==> config.mk <==
export PLATFORM = sky130hd
export DESIGN_NAME = sha256_padder
export DESIGN_NICKNAME = d
export VERILOG_FILES = /design/src/rtl/sha256_pkg.sv /design/src/rtl/sha256_padder_tail_mask.sv /design/src/rtl/sha256_padder.sv
export SDC_FILE = /design/constraint.sdc
export NUM_CORES = 1
export LEC_CHECK = 0
export CORE_AREA = 2 2 264 292
export DETAILED_ROUTE_END_ITERATION = 7
export DIE_AREA = 0 0 266 294
export GPL_TIMING_DRIVEN = 0
export MAX_ROUTING_LAYER = met4
export PLACE_DENSITY = 0.62
export REMOVE_ABC_BUFFERS = 1
export SYNTH_ARGS = -nofsm -noshare
export SYNTH_HDL_FRONTEND = slang
export SYNTH_SLANG_ARGS = --single-unit
==> constraint.sdc <==
create_clock -name clk -period 7.25 [get_ports clk]
set_clock_uncertainty 0.1 [all_clocks]
set_input_delay 2.175 -clock clk [delete_from_list [all_inputs] [get_ports clk]]
set_output_delay 2.175 -clock clk [all_outputs]
set_load 0.05 [all_outputs]
==> src/rtl/sha256_pkg.sv <==
// Shared SHA-256 definitions: chunk geometry, padding constants and the
// padder state encoding.
package sha256_pkg;

  localparam int BYTES_IN_CHUNK          = 64;
  localparam int WORDS_IN_CHUNK          = 16;
  localparam int MANDATORY_PADDING_BYTES = 9;  // 0x80 byte + 64-bit length
  localparam int MAX_DATA_BYTES_FINAL    = BYTES_IN_CHUNK - MANDATORY_PADDING_BYTES;

  localparam logic [7:0]  PAD_BYTE = 8'h80;
  localparam logic [31:0] PAD_WORD = {PAD_BYTE, 24'h00_0000};

  localparam int LEN_HI_WORD = 14;
  localparam int LEN_LO_WORD = 15;

  // One 512-bit chunk; element i is schedule word W[i] (bits [32*i +: 32]).
  typedef logic [WORDS_IN_CHUNK-1:0][31:0] chunk_t;

  // Padder state encoding.
  localparam logic [1:0] PAD_FILL  = 2'd0;
  localparam logic [1:0] PAD_EMIT  = 2'd1;
  localparam logic [1:0] PAD_EXTRA = 2'd2;

endpackage

==> src/rtl/sha256_padder_tail_mask.sv <==
// Final-word shaping: keeps the first nbytes bytes of the word (MSB-first),
// places the 0x80 pad byte right after them and zeroes the rest. A full word
// (nbytes == 4) passes through; the pad byte then goes into the next word.
module sha256_padder_tail_mask
  import sha256_pkg::*;
(
  input  logic [31:0] data,
  input  logic [2:0]  nbytes,
  output logic [31:0] word
);

  // Byte mask plus pad-byte insertion selected by the valid byte count.
  always_comb begin
    word = data;
    case (nbytes)
      3'd0:    word = {PAD_BYTE, 24'h00_0000};
      3'd1:    word = {data[31:24], PAD_BYTE, 16'h0000};
      3'd2:    word = {data[31:16], PAD_BYTE, 8'h00};
      3'd3:    word = {data[31:8], PAD_BYTE};
      default: word = data;
    endcase
  end

endmodule

==> src/rtl/sha256_padder.sv <==
// SHA-256 message padder: packs a stream of 32-bit big-endian words into
// 512-bit chunks and appends the standard padding (0x80, zeros, 64-bit bit
// length), adding an extra chunk when the tail does not fit.
//
// Handshakes: a transfer happens on a rising clk edge where valid and ready
// are both high. The sender holds data/control stable while valid is high
// and ready is low; valid never waits on ready. in_ready is high only in
// FILL; out_valid is high only in EMIT, with out_chunk/out_last held stable
// until accepted.
module sha256_padder
  import sha256_pkg::*;
#(
  parameter int LEN_CNT_W = 61
) (
  input  logic         clk,
  input  logic         rst_n,
  input  logic         in_valid,
  output logic         in_ready,
  input  logic [31:0]  in_data,
  input  logic [2:0]   in_nbytes,
  input  logic         in_last,
  output logic         out_valid,
  input  logic         out_ready,
  output logic [511:0] out_chunk,
  output logic         out_last,
  output logic [1:0]   dbg_state
);

  logic [1:0]           state_q;
  logic [3:0]           idx_q;
  logic [LEN_CNT_W-1:0] cnt_q;
  logic                 pend80_q;
  logic                 need_extra_q;
  logic                 last_flag_q;
  chunk_t               chunk_q;

  logic [LEN_CNT_W-1:0] cnt_sum;
  logic [63:0]          len_sum;
  logic [63:0]          len_cur;
  logic [6:0]           used_bytes;
  logic [31:0]          tail_word;

  sha256_padder_tail_mask u_tail_mask (
    .data   (in_data),
    .nbytes (in_nbytes),
    .word   (tail_word)
  );

  // Byte count including the word being offered, and both bit lengths.
  always_comb begin
    cnt_sum    = cnt_q + LEN_CNT_W'(in_nbytes);
    len_sum    = 64'({cnt_sum, 3'b000});
    len_cur    = 64'({cnt_q, 3'b000});
    used_bytes = {1'b0, idx_q, 2'b00} + 7'(in_nbytes);
  end

  // Padder state machine and chunk buffer.
  always_ff @(posedge clk or negedge rst_n) begin
    if (!rst_n) begin
      state_q      <= PAD_FILL;
      idx_q        <= '0;
      cnt_q        <= '0;
      pend80_q     <= 1'b0;
      need_extra_q <= 1'b0;
      last_flag_q  <= 1'b0;
      chunk_q      <= '0;
    end else begin
      case (state_q)
        PAD_FILL: begin
          if (in_valid) begin
            cnt_q <= cnt_sum;
            if (!in_last) begin
              chunk_q[idx_q] <= in_data;
              idx_q          <= idx_q + 4'd1;
              if (idx_q == 4'd15) begin
                state_q     <= PAD_EMIT;
                last_flag_q <= 1'b0;
              end
            end else begin
              for (int i = 0; i < WORDS_IN_CHUNK; i++) begin
                if (i > int'(idx_q)) chunk_q[i] <= '0;
              end
              chunk_q[idx_q] <= tail_word;
              // A full last word pushes the pad byte into the next word.
              if (in_nbytes == 3'd4 && idx_q != 4'd15)
                chunk_q[idx_q + 4'd1] <= PAD_WORD;
              if (used_bytes <= 7'(MAX_DATA_BYTES_FINAL)) begin
                chunk_q[LEN_HI_WORD] <= len_sum[63:32];
                chunk_q[LEN_LO_WORD] <= len_sum[31:0];
                last_flag_q          <= 1'b1;
                need_extra_q         <= 1'b0;
              end else begin
                last_flag_q  <= 1'b0;
                need_extra_q <= 1'b1;
                // Only a completely full chunk leaves no room for 0x80.
                pend80_q     <= (used_bytes == 7'(BYTES_IN_CHUNK));
              end
              state_q <= PAD_EMIT;
            end
          end
        end

        PAD_EMIT: begin
          if (out_ready) begin
            if (need_extra_q) begin
              state_q <= PAD_EXTRA;
            end else begin
              state_q     <= PAD_FILL;
              idx_q       <= '0;
              chunk_q     <= '0;
              last_flag_q <= 1'b0;
              if (last_flag_q) begin
                cnt_q    <= '0;
                pend80_q <= 1'b0;
              end
            end
          end
        end

        PAD_EXTRA: begin
          chunk_q              <= '0;
          chunk_q[0]           <= pend80_q ? PAD_WORD : 32'h0000_0000;
          chunk_q[LEN_HI_WORD] <= len_cur[63:32];
          chunk_q[LEN_LO_WORD] <= len_cur[31:0];
          need_extra_q         <= 1'b0;
          last_flag_q          <= 1'b1;
          state_q              <= PAD_EMIT;
        end

        default: state_q <= PAD_FILL;
      endcase
    end
  end

  // Handshake and data outputs decoded straight from registered state.
  always_comb begin
    in_ready  = (state_q == PAD_FILL);
    out_valid = (state_q == PAD_EMIT);
    out_chunk = chunk_q;
    out_last  = last_flag_q;
    dbg_state = state_q;
  end

endmodule

# Word level (Yosys, flattened, before mapping)
# Cells that the tools add are included.
[op_classes] magnitude_cmp=20 n_bitwise=3 eq_ne=17 n_shift=0 div_mod_pow=0 n_mux=109 addsub=3 n_reduce_logical=15 mul=0
[ops] op="$mux 512" n=5
[ops] op="$mux 32" n=63
[ops] op="$pmux 512 s3" n=1
[ops] op="$bwmux 512" n=2
[ops] op="$and 496x496->496" n=1
[ops] op="$not 496->496" n=1
[ops] op="$demux 32 s4" n=2
[ops] op="$mux 61" n=4
[ops] op="$pmux 32 s4" n=1
[ops] op="$pmux 61 s2" n=1
[ops] op="$mux 64" n=1
[ops] op="$add 61x3->61" n=1
[ops] op="$gt 4x4->1 const A" n=8
[ops] op="$gt 3x4->1 const A" n=4
[ops] op="$mux 4" n=4
[ops] op="$or 16x16->16" n=1
[ops] op="$mux 1" n=15
[ops] op="$reduce_and 5->1" n=3
[ops] op="$lt 4x5->1 const B" n=2
[ops] op="$mux 2" n=5
[ops] op="$ge 4x1->1 const B" n=2
[ops] op="$gt 2x4->1 const A" n=2
[ops] op="$ne 2x2->1 const B" n=4
[ops] op="$pmux 4 s2" n=1
[ops] op="other kinds (25)" n=33
[word_totals] mem_bits_ro=0 ff_bits=582 n_memories=0 latchBits=0 inputBits=40 mem_bits_rw=0

# Depth between registers and ports, before layout
# Gate-level depths: netlist (run 1).
[depth] word_depth=12 mapped_depth=11 mapped_depth_nobuf=8

# By module
# A second synthesis (run 1) with hierarchy kept.
[unflattened] hier_cells=2750 hier_area_um2=27416.3
[modules_own_cells] module="sha256_padder" area_each_um2=27161.0 n_inst=1 cells_per_inst=2711 seq_area_each_um2=14564.0
[modules_own_cells] module="sha256_padder_tail_mask" area_each_um2=255.2 n_inst=1 cells_per_inst=39 seq_area_each_um2=0.0

# Worst setup path after synthesis (run 1)
# OpenSTA, ideal clock, no wires.
[synth_path] path_type="in2reg" from="in in_nbytes[2]" to="reg with a tool-made name" arrival_time_ps=4329 n_path_buf=0 stages=7 required_time_ps=7084 path_slack_ps=2755 cell_sequence="ha_1 > a21oi_2 > a2111o_1 > or4_4 > or4_1 > a21oi_1 > o22a_1"
[synth_rtl] element="from (decl)" line="sha256_padder.sv:20" source="input logic [2:0] in_nbytes,"

==> summary.md, run 1 <==
| Metric | Value |
|---|---|
| Final Instance Count excl. Fillers | slightly below 4000 |
| Setup CP Type | in -> reg |
| Met2 Use GR | a little under half |
| Worst slew margin | under 10% |
| Synth top area share | a little under three fifths |
| Number of global-route vias before repair | between 20000 and 25000 |
| Largest net degree at the start of global routing | approximately 130 |
| CTS Hold Bufs | 0 |
| Final nets | between 2000 and 3000 |
| Number of synthesized flops with an enable pin | 0 |
| CP Capture Type | flip-flop |
| Initial DRC Count | 2596 |
| Core ar. | between 70000 and 80000 sq um |
| Filler cells | 6951 |
| PostCTS Resize Cnt | 0 |
| Synth area leader | dfrtp_1 |
| Worst setup SP type | input pin |
| Synth top area cells | dfrtp_1 (56%), o2bb2ai_1 (10%), o21ai_0 (5.7%) |
| Worst-path maximum fanout | 21 |
| Wire length of the first global-routing pass | roughly 170000 microns |
| Reg2reg start | idx_q[0]$_DFFE_PN0P_ |
| Final instance area | around 35000 sq um |
| FMAX | roughly 160 MHz |
| Synth-to-layout area growth | 35.42% |
| Antenna-violating nets left | 0 |
| Met1 usage | between 30% and 40% |
| CTS tree | built |
| Status | complete, no violations |
| Worst EP arrival | between 6 and 7 ns |
| Total power | ~11 mW |
| Slew Viols, Final | 0 |
| GRT Util Overall | 29.56% |
| Fin. Hold Viols | 0 |
| Setup TNS | 0 ns |
| Synthesized cell area | 26030 sq um |
| Seq cells post-synth | 582 |
| Synth Area per Inst | 10.37 sq um |
| Slew @ Worst Pin | around 1.4 ns |
| Post-synth top cells | dfrtp_1 (582), nand2_1 (334), o2bb2ai_1 (312) |
| Initial antenna violation count | 0 |
| Synth Flop Type | dfrtp_1 |
| DRC | 0 |
| Final setup vio count | 0 |
| Min cycle time layout | 6.096 ns |
| Netlist cell types | 87 |
| Full die area | 78200 sq um |
| Top Usage Layer GRT | met2 |
| Via Count | 23840 |
| Clock Path Buffers | 3 |
| FF-to-FF setup slack | around 1.9 ns |
| GRT Residual Overflow | 0 |
| Met3 usage | 8.310% |
| Hold Path Depth | 2 |
| Clk root buf | clkbuf_16 |
| RSZ-0062 raised after global routing | false |
| Layout cells sized above 1 | 7.785% |
| Skew-Pair Late Insertion Delay | between 0.6 and 0.7 ns |
| HPWL after DPL | 77950 microns |
| Seq/Total Area, Yosys | 55.94% |
| Htree depth | 2 |
| Worst EP required | a little under 8 ns |
| Chip Height | just under 300 microns |
| Wire per inst | slightly below 30 microns |
| Worst min path class | reg -> reg |
| Ys Warns | 0 |
| Port bufs | roughly 560 |
| Leakage | 14.35 nW |
| Clk sink count | 582 |
| Row count | 106 |
| Reg2reg end | out_chunk[163]$_DFFE_PN0P_ |
| Die X | ~270 microns |
| Crit share post-route | 84.09% |
| Fin Hold WS | around 0.38 ns |
| Post-CTS setup repair buffer count | 0 |
| Total power per unit cell area | around 320 nW/um^2 |
| Cells after Synth | 2511 |
| Maxcap violations | 0 |
| Cells after DPL | between 3000 and 4000 |
| Total wire length | between 100000 and 150000 microns |
| Starting Density | about a third |
| CTS buffer count | between 60 and 70 |
| Routed vias/inst | approximately 6.0 |
| Hold Path Sink | out_chunk[380]$_DFFE_PN0P_ |
| DRT Pass-1 Iters | 5 |
| Reg clk slew, reported paths | approximately 0.060 ns |
| Async SR Flop Fraction | between 90% and 100% |
| R2R cell count | 7 |
| Hold Startpoint | out_chunk[380]$_DFFE_PN0P_ |
| Peak VDD IR | 0.2850 mV |
| GP Congestion | approximately 0.93 |
| Count leader, synth | dfrtp_1 |
| IO Pins | around 560 |
| Placed instance area | 33020 sq um |
## area by class of cell
| type | count | area [sq um] | share of cell area, % |
|---|---|---|---|
| Sequential cell | 582 | 14560 | 41.31 |
| Multi-Input combinational cell | 1668 | 10760 | 30.52 |
| Timing Repair Buffer | 598 | 6422 | 18.22 |
| Clock buffer | 77 | 1687 | 4.784 |
| Tap cell | 972 | 1216 | 3.450 |
| Clock inverter | 38 | 539.3 | 1.530 |
| Inverter | 17 | 63.81 | 0.1810 |
| Antenna cell | 1 | 2.502 | 0.007098 |
## logic make-up (layout without fill, tap and decap cells)
family	after synthesis	count (layout)	share of synthesized area [%]
and+or+nand+nor	663	663	12.02
muxes	11	11	0.4517
DFF	582	582	55.94
xor gates and xnor gates	42	42	1.413
buffers and inverters	261	730	3.893
other	0	1	0
adders and majority gates	18	18	0.8939
AOI/OAI and AO/OA	934	934	25.38
## worst max-delay path, cell delays in order
cell and delay (ns):
clkdlybuf4s50_1 0.98, ha_1 0.55, a21boi_0 0.34, o211ai_1 0.40
buf_6 0.36, a211o_1 0.58, o21ai_1 0.82, a22oi_1 0.19
o21ai_0 0.11
## routing by layer
| metal | wire [microns] | share of wire [%] | up-vias |
|---|---|---|---|
| met1 | 44320 | 38 | 12160 |
| li1 | - | - | 10110 |
| met4 | 4803 | 4.2 | 0 |
| met5 | 0 | 0 | - |
| met2 | 54310 | 47 | 1328 |
| met3 | 11750 | 10 | 243 |
## where the power goes
part	total, mW	leakage, nW	switching, mW	internal [mW]
clock network	3.51	1.10	1.46	2.05
logic	4.09	5.21	2.95	1.15
registers	3.75	8.04	0.234	3.52
## worst max path at each step
stage,to,depth (start not counted),from
floorplan,out_chunk[256]$_DFFE_PN0P_,6,dbg_state[0]$_DFFE_PN0P_
global placement,out_chunk[76]$_DFFE_PN0P_,1,rst_n
detailed placement,flip-flop,8,in_nbytes[2]
CTS,flip-flop,8,in_nbytes[2]
global route,flip-flop,9,in_nbytes[2]
finish,flip-flop,9,in_nbytes[2]
## placed cells by master, fill, tap and decap left out, drive strengths merged, types with 7 or more instances in the layout
cell and instances:
and2 11, a31oi 25, nor2 99, nor3 29
clkbuf 77, a32oi 7, nand3b 10, nor4 26
o211ai 16, nand2 334, nor2b 10, o21ai 304
clkinv 23, o2bb2ai 312, xnor2 23, inv 19
a21o 8, and3 22, a211oi 9, o31ai 27
ha 17, a221o 7, nand3 61, clkdlybuf4s50 554
a22o 9, buf 44, nand4 22, bufinv 11
a21oi 74, o2111ai 7, a22oi 36, dfrtp 582
xor2 19, a221oi 23
## through the flow
stage / setup slack, ns / util [%]
after floorplan: 1.786 / -
final: 1.154 / 46.80
after detailed placement: 0.5522 / 43.83
after CTS: 1.201 / 46.79
after global placement: -22.01 / 42.30
after global routing: 1.061 / 46.80
Power figures use the tool's default switching activity.
==> run 2: changes to the inputs <==
PLACE_DENSITY = 0.64   (was 0.62)
clock period = 5.2 ns   (was 7.25 ns; I/O delays follow)
==> run 2 against run 1 <==
Compared with the run above: clock power up 30%; non-clock buffer count up 7; sequential power up 39%; sequential cell count unchanged; first-iteration DRC count up 2.0%; design area down 0.22%; wire length down 1.8%; setup slack worse by 0.94 ns; count of clock-buffer cells in the layout up 6; combinational power up 40%; utilization down 0.10 points; highest routed layer unchanged.
==> summary.md, run 2 (synthesis results as in run 1) <==
| Metric | Value |
|---|---|
| Maxcap violations | 0 (unchanged) |
| RSZ-0062 raised after global routing | false |
| Wire per inst | 28.60 microns (-1.9%) |
| Antenna-violating nets left | 0 (unchanged) |
| Chip Height | 294 microns (unchanged) |
| DRT Pass-1 Iters | 5 (unchanged) |
| Worst setup SP type | input pin |
| Most frequent cells in the layout | dfrtp_1 (582), clkdlybuf4s50_1 (553), nand2_1 (333), o2bb2ai_1 (312), o21ai_0 (291) |
| Clock Path Buffers | 3 (unchanged) |
| Worst min path class | reg -> reg |
| Final instance area | 35180 sq um (-0.22%) |
| Core ar. | 75330 sq um (unchanged) |
| GP Congestion | 0.9436 (+1.8%) |
| Htree depth | 2 (unchanged) |
| Clk sink count | 582 (unchanged) |
| Peak VDD IR | 0.3232 mV (+13%) |
| FMAX | 200.7 MHz |
| Filler cells | 6811 (-2.0%) |
| Fin Hold WS | 0.3785 ns (-0.002102 ns) |
| Starting Density | 34.56% (unchanged) |
| Most common cell after layout, fill and taps aside | dfrtp_1 |
| HPWL after DPL | 77100 microns (-1.1%) |
| Worst EP required | 5.53 ns (-2.17 ns) |
| Clk root buf | clkbuf_16 |
| Skew-Pair Late Insertion Delay | 0.63 ns (about the same) |
| Fin. Hold Viols | 0 (unchanged) |
| GRT Util Overall | 29.22% (-0.34 points) |
| Slew Viols, Final | 0 (unchanged) |
| Crit share post-route | between 90% and 100% |
| DRC | 0 (unchanged) |
| Die X | 266 microns (unchanged) |
| Initial DRC Count | 2649 (+2.0%) |
| Status | complete, no violations |
| Initial antenna violation count | 0 (unchanged) |
| Total power per unit cell area | 441.3 nW/um^2 (+37%) |
| GRT Residual Overflow | 0 (unchanged) |
| N_diodes | 0 (-1) |
| CTS buffer count | 61 (unchanged) |
| Cells after DPL | 3839 (+0.052%) |
| Row count | 106 (unchanged) |
| IO Pins | 557 (unchanged) |
| Number of global-route vias before repair | 23950 (+1.1%) |
| Layout cells sized above 1 | 7.780% (about the same) |
| Port bufs | 556 (unchanged) |
| CTS tree | built |
| Final setup vio count | 0 (unchanged) |
| Worst-path maximum fanout | 18 (-14%) |
| Setup CP Type | in -> reg |
| Slew @ Worst Pin | 1.380 ns (-0.01078 ns) |
| Full die area | 78200 sq um (unchanged) |
| Reg clk slew, reported paths | 0.06 ns (about the same) |
| Via Count | 23960 (+0.50%) |
| Final Instance Count excl. Fillers | 3954 (+0.025%) |
| Leakage | 14.32 nW (-0.21%) |
| CP Capture Type | flip-flop |
| Final nets | 2993 (+0.23%) |
| Largest net degree at the start of global routing | 127 (-0.78%) |
| Routed vias/inst | 6.059 (+0.48%) |
| Min cycle time layout | between 4 and 5 ns |
| Placed instance area | 33010 sq um (about the same) |
| Total wire length | 113100 microns (-1.8%) |
| Worst EP arrival | 5.31 ns (-1.24 ns) |
| FF-to-FF setup slack | 0.27 ns (-1.60 ns) |
| Synth-to-layout area growth | 35.12% |
| Worst slew margin | 7.993% (+0.72 points) |
| Wire length of the first global-routing pass | 165900 microns (-0.51%) |
-- run 2: changes by cell type in the layout (fill, tap and decap cells not counted), moves of 2 or more --
cell / delta
bufinv_16: -6
clkbuf_1: +3
buf_16: -2
buf_12: +2
clkinv_2: -6
buf_4: +4
clkbuf_8: +3
buf_8: +2
-- run 2: worst paths after layout --
kind	from	to	depth (start not counted)
setup / recovery	in_nbytes[0]	out_chunk[170]$_DFFE_PN0P_	7
hold / removal	out_chunk[227]$_DFFE_PN0P_	out_chunk[227]$_DFFE_PN0P_	2
setup reg to reg	idx_q[0]$_DFFE_PN0P_	out_chunk[170]$_DFFE_PN0P_	7
hold reg to reg	out_chunk[227]$_DFFE_PN0P_	out_chunk[227]$_DFFE_PN0P_	2
max in group asynchronous	rst_n	out_chunk[376]$_DFFE_PN0P_	3
min in group asynchronous	rst_n	asynchronous set/reset pin	1
-- run 2: repair_timing --
action,in CTS,in global routing
cloned,0,0
resized for setup,4,1
buffers inserted,0,3
hold buffers,0,0
pin swaps,0,1
endpoints found under the setup margin,27,44
-- run 2: worst max-delay path, stage by stage --
cell and delay, ns:
clkdlybuf4s50_1 0.82, nor3b_1 0.86, nand4_1 0.40, nor3_1 0.55, nand4b_1 0.70, buf_8 0.26, o21ai_0 0.12
-- run 2: layout make-up --
type | instances | area (sq um) | area share [%]
Tap cell | 972 | 1216 | 3.457
Multi-Input combinational cell | 1668 | 10770 | 30.61
Clock inverter | 27 | 339.1 | 0.9639
Clock buffer | 83 | 1739 | 4.944
Inverter | 17 | 63.81 | 0.1814
Timing Repair Buffer | 605 | 6486 | 18.44
Sequential cell | 582 | 14560 | 41.40
-- run 2: per-layer routing --
layer  vias to the layer above  share of wire [%]  global-route usage [%]
li1                      10140                  -                       -
met5                         -                  0                       -
met4                         0                4.6                   11.33
met3                       262                9.8                   7.339
met1                     12190                 39                   36.50
met2                      1369                 47                   45.61
-- run 2: report_power, final --
part           switching, mW  internal (mW)
clock network           1.96           2.60
logic                   4.10           1.64
registers              0.329           4.90
-- run 2: stage by stage --
step	TNS (ns)	setup WS, ns	total power [mW]	utilization (%)
3_5_place_dp	-92.06	-1.034	10.96	43.82
6_report	0	0.2169	15.52	46.70
4_1_cts	0	0.04244	15.53	46.61
3_3_place_gp	-	-23.23	10.42	42.30
2_1_floorplan	-44.91	-0.2644	8.180	-
5_1_grt	0	0.03116	16.06	46.70
